File: config.mk
export PLATFORM = sky130hd
export DESIGN_NAME = sram_port_arbiter
export DESIGN_NICKNAME = d
export VERILOG_FILES = /design/src/rtl/sram_port_arbiter.sv
export SDC_FILE = /design/constraint.sdc
export NUM_CORES = 1
export LEC_CHECK = 0
export ABC_AREA = 1
export CAP_MARGIN = 5
export CELL_PAD_IN_SITES_DETAIL_PLACEMENT = 1
export CELL_PAD_IN_SITES_GLOBAL_PLACEMENT = 1
export CORE_ASPECT_RATIO = 1.2
export CORE_MARGIN = 3
export CORE_UTILIZATION = 29
export DETAILED_ROUTE_END_ITERATION = 10
export PLACE_DENSITY = 0.8
export REMOVE_ABC_BUFFERS = 1
export SLEW_MARGIN = 20
export SYNTH_ARGS = -nofsm -noshare
export SYNTH_HDL_FRONTEND = slang
export SYNTH_SLANG_ARGS = --single-unit
File: constraint.sdc
create_clock -name clk_sys -period 2.8 [get_ports clk_sys]
set_clock_uncertainty 0.2 [all_clocks]
set_input_delay 0.42 -clock clk_sys [delete_from_list [all_inputs] [get_ports clk_sys]]
set_output_delay 0.42 -clock clk_sys [all_outputs]
set_load 0.02 [all_outputs]
File: src/rtl/sram_port_arbiter.sv
`default_nettype none
// +----------------------------------------------------------------------+
// | Module  : sram_port_arbiter                                          |
// | Purpose : Sequences an external async 8-bit SRAM for three ports     |
// |           (video read-only, CPU, download). The ports are served     |
// |           round-robin, and the CPU is locked out while a download    |
// |           is active.                                                 |
// | Rev     : 1.0  initial release                                       |
// +----------------------------------------------------------------------+
module sram_port_arbiter #(
  parameter int ADDR_W      = 21,
  parameter int WAIT_CYCLES = 1
) (
  input  logic              clk_sys,
  input  logic              reset,
  input  logic              vid_req,
  input  logic              cpu_req,
  input  logic              dl_req,
  input  logic [ADDR_W-1:0] vid_addr,
  input  logic [ADDR_W-1:0] cpu_addr,
  input  logic [ADDR_W-1:0] dl_addr,
  input  logic              cpu_we,
  input  logic              dl_we,
  input  logic [7:0]        cpu_wdata,
  input  logic [7:0]        dl_wdata,
  output logic              vid_ack,
  output logic              cpu_ack,
  output logic              dl_ack,
  output logic [7:0]        rdata,
  input  logic              dl_active,
  output logic              busy,
  output logic [ADDR_W-1:0] sram_addr,
  output logic              sram_we_n,
  output logic              sram_oe_n,
  output logic [7:0]        sram_dq_o,
  output logic              sram_dq_oe,
  input  logic [7:0]        sram_dq_i
);

  typedef enum logic [1:0] {
    S_IDLE   = 2'd0,
    S_ADDR   = 2'd1,
    S_STROBE = 2'd2,
    S_END    = 2'd3
  } state_t;

  localparam logic [1:0] P_VID = 2'd0;
  localparam logic [1:0] P_CPU = 2'd1;
  localparam logic [1:0] P_DL  = 2'd2;

  // The strobe counter is loaded with the number of strobe edges still to
  // come after the first one, so a value of zero marks the last edge.
  localparam logic [3:0] STROBE_LAST = 4'(WAIT_CYCLES - 1);

  state_t            state;
  logic [1:0]        last;      // port granted most recently
  logic [1:0]        grant;     // port owning the access in flight
  logic              we_flag;
  logic [3:0]        wait_cnt;

  logic [2:0]        elig;
  logic              pick_valid;
  logic [1:0]        pick;
  logic [ADDR_W-1:0] sel_addr;
  logic              sel_we;
  logic [7:0]        sel_wdata;

  // The CPU drops out of arbitration while a download owns the memory.
  assign elig       = {dl_req, cpu_req & ~dl_active, vid_req};
  assign pick_valid = |elig;

  // Round-robin choice: start searching at the port after the last winner.
  always_comb begin
    pick = P_VID;
    case (last)
      P_VID: begin
        if (elig[1])      pick = P_CPU;
        else if (elig[2]) pick = P_DL;
        else              pick = P_VID;
      end
      P_CPU: begin
        if (elig[2])      pick = P_DL;
        else if (elig[0]) pick = P_VID;
        else              pick = P_CPU;
      end
      default: begin
        if (elig[0])      pick = P_VID;
        else if (elig[1]) pick = P_CPU;
        else              pick = P_DL;
      end
    endcase
  end

  // Route the chosen port's address and write fields to the latch inputs.
  always_comb begin
    sel_addr  = vid_addr;
    sel_we    = 1'b0;
    sel_wdata = 8'h00;
    case (pick)
      P_CPU: begin
        sel_addr  = cpu_addr;
        sel_we    = cpu_we;
        sel_wdata = cpu_wdata;
      end
      P_DL: begin
        sel_addr  = dl_addr;
        sel_we    = dl_we;
        sel_wdata = dl_wdata;
      end
      default: ;
    endcase
  end

  // Access sequencer. All pin-facing outputs are registered here.
  always_ff @(posedge clk_sys or posedge reset) begin
    if (reset) begin
      state      <= S_IDLE;
      last       <= P_DL;      // the next search starts at vid
      grant      <= P_VID;
      we_flag    <= 1'b0;
      wait_cnt   <= 4'd0;
      busy       <= 1'b0;
      sram_addr  <= '0;
      sram_we_n  <= 1'b1;
      sram_oe_n  <= 1'b1;
      sram_dq_o  <= 8'h00;
      sram_dq_oe <= 1'b0;
      rdata      <= 8'h00;
      vid_ack    <= 1'b0;
      cpu_ack    <= 1'b0;
      dl_ack     <= 1'b0;
    end else begin
      case (state)
        S_IDLE: begin
          if (pick_valid) begin
            state      <= S_ADDR;
            busy       <= 1'b1;
            grant      <= pick;
            last       <= pick;
            sram_addr  <= sel_addr;
            sram_dq_o  <= sel_wdata;
            we_flag    <= sel_we;
            sram_dq_oe <= sel_we;  // drive data a full cycle before we_n falls
          end
        end
        S_ADDR: begin
          state    <= S_STROBE;
          wait_cnt <= STROBE_LAST;
          if (we_flag) sram_we_n <= 1'b0;
          else         sram_oe_n <= 1'b0;
        end
        S_STROBE: begin
          if (wait_cnt == 4'd0) begin
            state     <= S_END;
            sram_we_n <= 1'b1;
            sram_oe_n <= 1'b1;
            if (!we_flag) rdata <= sram_dq_i;
            vid_ack   <= (grant == P_VID);
            cpu_ack   <= (grant == P_CPU);
            dl_ack    <= (grant == P_DL);
          end else begin
            wait_cnt <= wait_cnt - 4'd1;
          end
        end
        S_END: begin
          state      <= S_IDLE;
          busy       <= 1'b0;
          sram_dq_oe <= 1'b0;      // write data is held through END
          vid_ack    <= 1'b0;
          cpu_ack    <= 1'b0;
          dl_ack     <= 1'b0;
        end
        default: state <= S_IDLE;
      endcase
    end
  end

endmodule
`default_nettype wire

==> flow_summary.yaml <==
floorplanning:
  die_w_um: 98.4
  design.die.area_sq_um: 11500
  die_height_um: 117
  num_io_pins: 139
  core.rowCount: 39
  fp.coreArea_sq_um: 9760
  initial_core_util: 0.305
synth:
  netlist-cell-type-count: 29
  synthesis_warning_total: 0
  post_synth.cell_area_avg_sq_um: 8.10
  seq_total_area_yosys: 0.456
  netlist_instances: 367
  netlist_area_sq_um: 2970
  ys.flop_type: "sky130_fd_sc_hd__dfrtp_1"
  ys_async_sr_fraction: 1.00
  synth-seq-cells: 54
  synth_edf_count: 0
grt:
  grt_pass1_wl_um: 15000
  grtUsageTotal: 0.160
  via_count_of_the_first_global_routing_pass: 3196
  grt_antenna_before_repair: 0
  grt_max_degree: 50
  globalRoute.totalOverflow: 0
final_layout:
  mostFrequentLayoutCell: "sky130_fd_sc_hd__nand2_1"
  layout-drive-gt1-share: 0.0751
  num_antenna_cells: 0
  nets: 608
  area_added_between_synthesis_and_finish_pct: 55.4
  final_cell_mix: "sky130_fd_sc_hd__nand2_1 (171), sky130_fd_sc_hd__clkdlybuf4s50_1 (138), sky130_fd_sc_hd__dfrtp_1 (51), sky130_fd_sc_hd__mux2i_1 (21), sky130_fd_sc_hd__o21ai_0 (20)"
  finish.utilization: 0.473
sta:
  count_of_final_setup_violators: 0
  rsz0062_at_grt: "false"
  timing.fmax_mhz: 410
  timing.setup.tns_ns: 0
  final-hold-violation-count: 0
  slew_violations: 0
  worst_slack_ns: 0.359
  tightest_slew_ns: 0.516
  worst_slew_margin_rel: 0.656
  final_min_period_over_clock_period: 0.872
  final_min_period_ns: 2.44
power_and_ir_drop:
  cellInternalPower_uw: 2660
  power.static_leakage_uw: 0.00223
  power_density_nw_per_um2: 1010
  switching_power_uw: 2020
  power.share.combinational: 0.576
  clock_power_share: 0.134
  power.sequential.fraction: 0.289
  vdd_drop_max_mv: 0.365
  power.switching_fraction: 0.431
worst_setup_path:
  cp.arrival_ns: 2.47
  worst-r2r-setup-slack_ns: 0.45
  cp_data_required_time_ns: 2.83
  type_of_destination_of_the_critical_path: "flop"
  critical_path.startpoint_type: "input pin"
  slowest_library_cell_on_the_worst_path: "sky130_fd_sc_hd__clkdlybuf4s50_1"
  cp_max_fo: 8
  critical-path-max-stage-delay_ns: 0.49
  crit_type: "in -> reg"
  crit_chain: "clkdlybuf4s50_1, inv_1, nor2_1, nand3_1, nand3_1, inv_1, ha_1, buf_4, nor2_2, nand2_1, nand2_1"
drt:
  drt_iter0_drc: 77
  wl_per_cell_um: 14.6
  firstDrtPassIters: 4
  viasPerCell: 4.65
  via_count: 2924
  total_wire_length_after_detailed_routing_um: 9160
  drc_errors: 0
  detail-route-antenna-nets: 0
clock_network:
  tritoncts.num_buffers: 5
  clock_tree.buffer_depth: 2
  cts_tree: "done"
  clk-insertion-delay-late_ns: 0.29
  clock_sinks: 54
  cts_hold_repair.buffers: 0
  post_cts_resized: 0
  clock_tree.htree_level_count: 2
  cts_setup_buffers: 0
  path_clk_slew_ns: 0.07
  clockRootBuffer: "sky130_fd_sc_hd__clkbuf_16"
place:
  dp_worst_setup_slack_ns: 0.0547
  numPortBuffers: 138
  gp_congestion: 0.745
  detailed_place_hpwl_um: 7320
hold_path:
  holdCritPathClass: "in -> async"
outcome:
  outcome: "finished, final reports clean"
job:
  drv_cap: 0
layout make-up:
class                      count  area (sq um)
timing repair buffer         146          1470
tap                          123           154
clock inverter                 3          25.0
multi-input combinational    276          1410
clock buffer                   5           125
fill                        1180          5140
inverter                      22          82.6
sequential                    54          1360
per-stage QoR:
step	hold slack [ns]	instances	power (uW)	area, sq um
6_report	0.265	629	4680	4620
5_1_grt	0.295	629	5090	4620
4_1_cts	0.278	629	4770	4620
3_5_place_dp	0.266	621	4110	4470
3_3_place_gp	0.248	621	4010	4470
2_1_floorplan	0.248	352	2900	2850
flip-flops by register name (all words and copies together), names as in the netlist:
signal      cells
we_flag         1
sram_dq_oe      1
cpu_ack         1
vid_ack         1
rdata           8
sram_addr      21
state           2
dl_ack          1
grant           1
sram_we_n       1
busy            1
wait_cnt        4
last            2
sram_dq_o       8
sram_oe_n       1
power by group through the flow:
stage	logic [uW]	clock network, uW	registers (uW)
finish	2700	629	1350
global route	2990	688	1410
CTS	2760	657	1360
detailed placement	2740	0	1370
global placement	2660	0	1350
floorplan	1210	0	1690
layer usage:
metal | track usage | vias to the layer above | part of all wire
met3 | 0.0528 | 5 | 0.076
met2 | 0.313 | 87 | 0.55
met5 | 0 | - | 0
li1 | - | 1447 | -
met4 | 0.0383 | 0 | 0.0064
met1 | 0.164 | 1385 | 0.37
Yosys cell counts, types with 3 or more instances:
cell type	number	area (sq um)
sky130_fd_sc_hd__buf_2	7	35.0
sky130_fd_sc_hd__buf_4	3	22.5
sky130_fd_sc_hd__nor2_1	6	22.5
sky130_fd_sc_hd__nand2_1	171	642
sky130_fd_sc_hd__o21ai_0	20	100
sky130_fd_sc_hd__dfrtp_1	51	1280
sky130_fd_sc_hd__ha_1	8	100
sky130_fd_sc_hd__nand3_1	17	85.1
sky130_fd_sc_hd__dfstp_2	3	78.8
sky130_fd_sc_hd__a22o_1	8	70.1
sky130_fd_sc_hd__inv_1	17	63.8
sky130_fd_sc_hd__o21ai_1	3	15.0
sky130_fd_sc_hd__o21ai_2	8	70.1
sky130_fd_sc_hd__inv_2	4	15.0
sky130_fd_sc_hd__mux2i_1	21	210
worst paths after layout:
check,cells past startpoint,end,from
min in group clk_sys,2,rdata[3],rdata[3]
setup / recovery,11,sram_dq_o[4],cpu_req
setup reg to reg,10,sram_dq_o[4],last[1]
max in group asynchronous,3,last[1],reset
hold reg to reg,2,rdata[3],rdata[3]
hold / removal,2,rdata[2],reset
cells by family (layout without fill, tap and decap cells):
family,count (synthesis),after routing,synth area share
muxes,21,21,0.0707
AOI/OAI and AO/OA,43,43,0.0939
DFF,54,54,0.456
buffers and inverters,37,176,0.0694
xor gates and xnor gates,1,1,0.00295
adders and majority gates,8,8,0.0337
and+or+nand+nor,203,203,0.274
worst max-delay path, delay by kind of cell:
family	cells	cell delay (ns)
adder cells (fa/ha/maj)	1	0.34
buffers and inverters	4	0.81
AND/OR/NAND/NOR	6	0.90
Note: power is estimated with default switching activity, not from simulation.
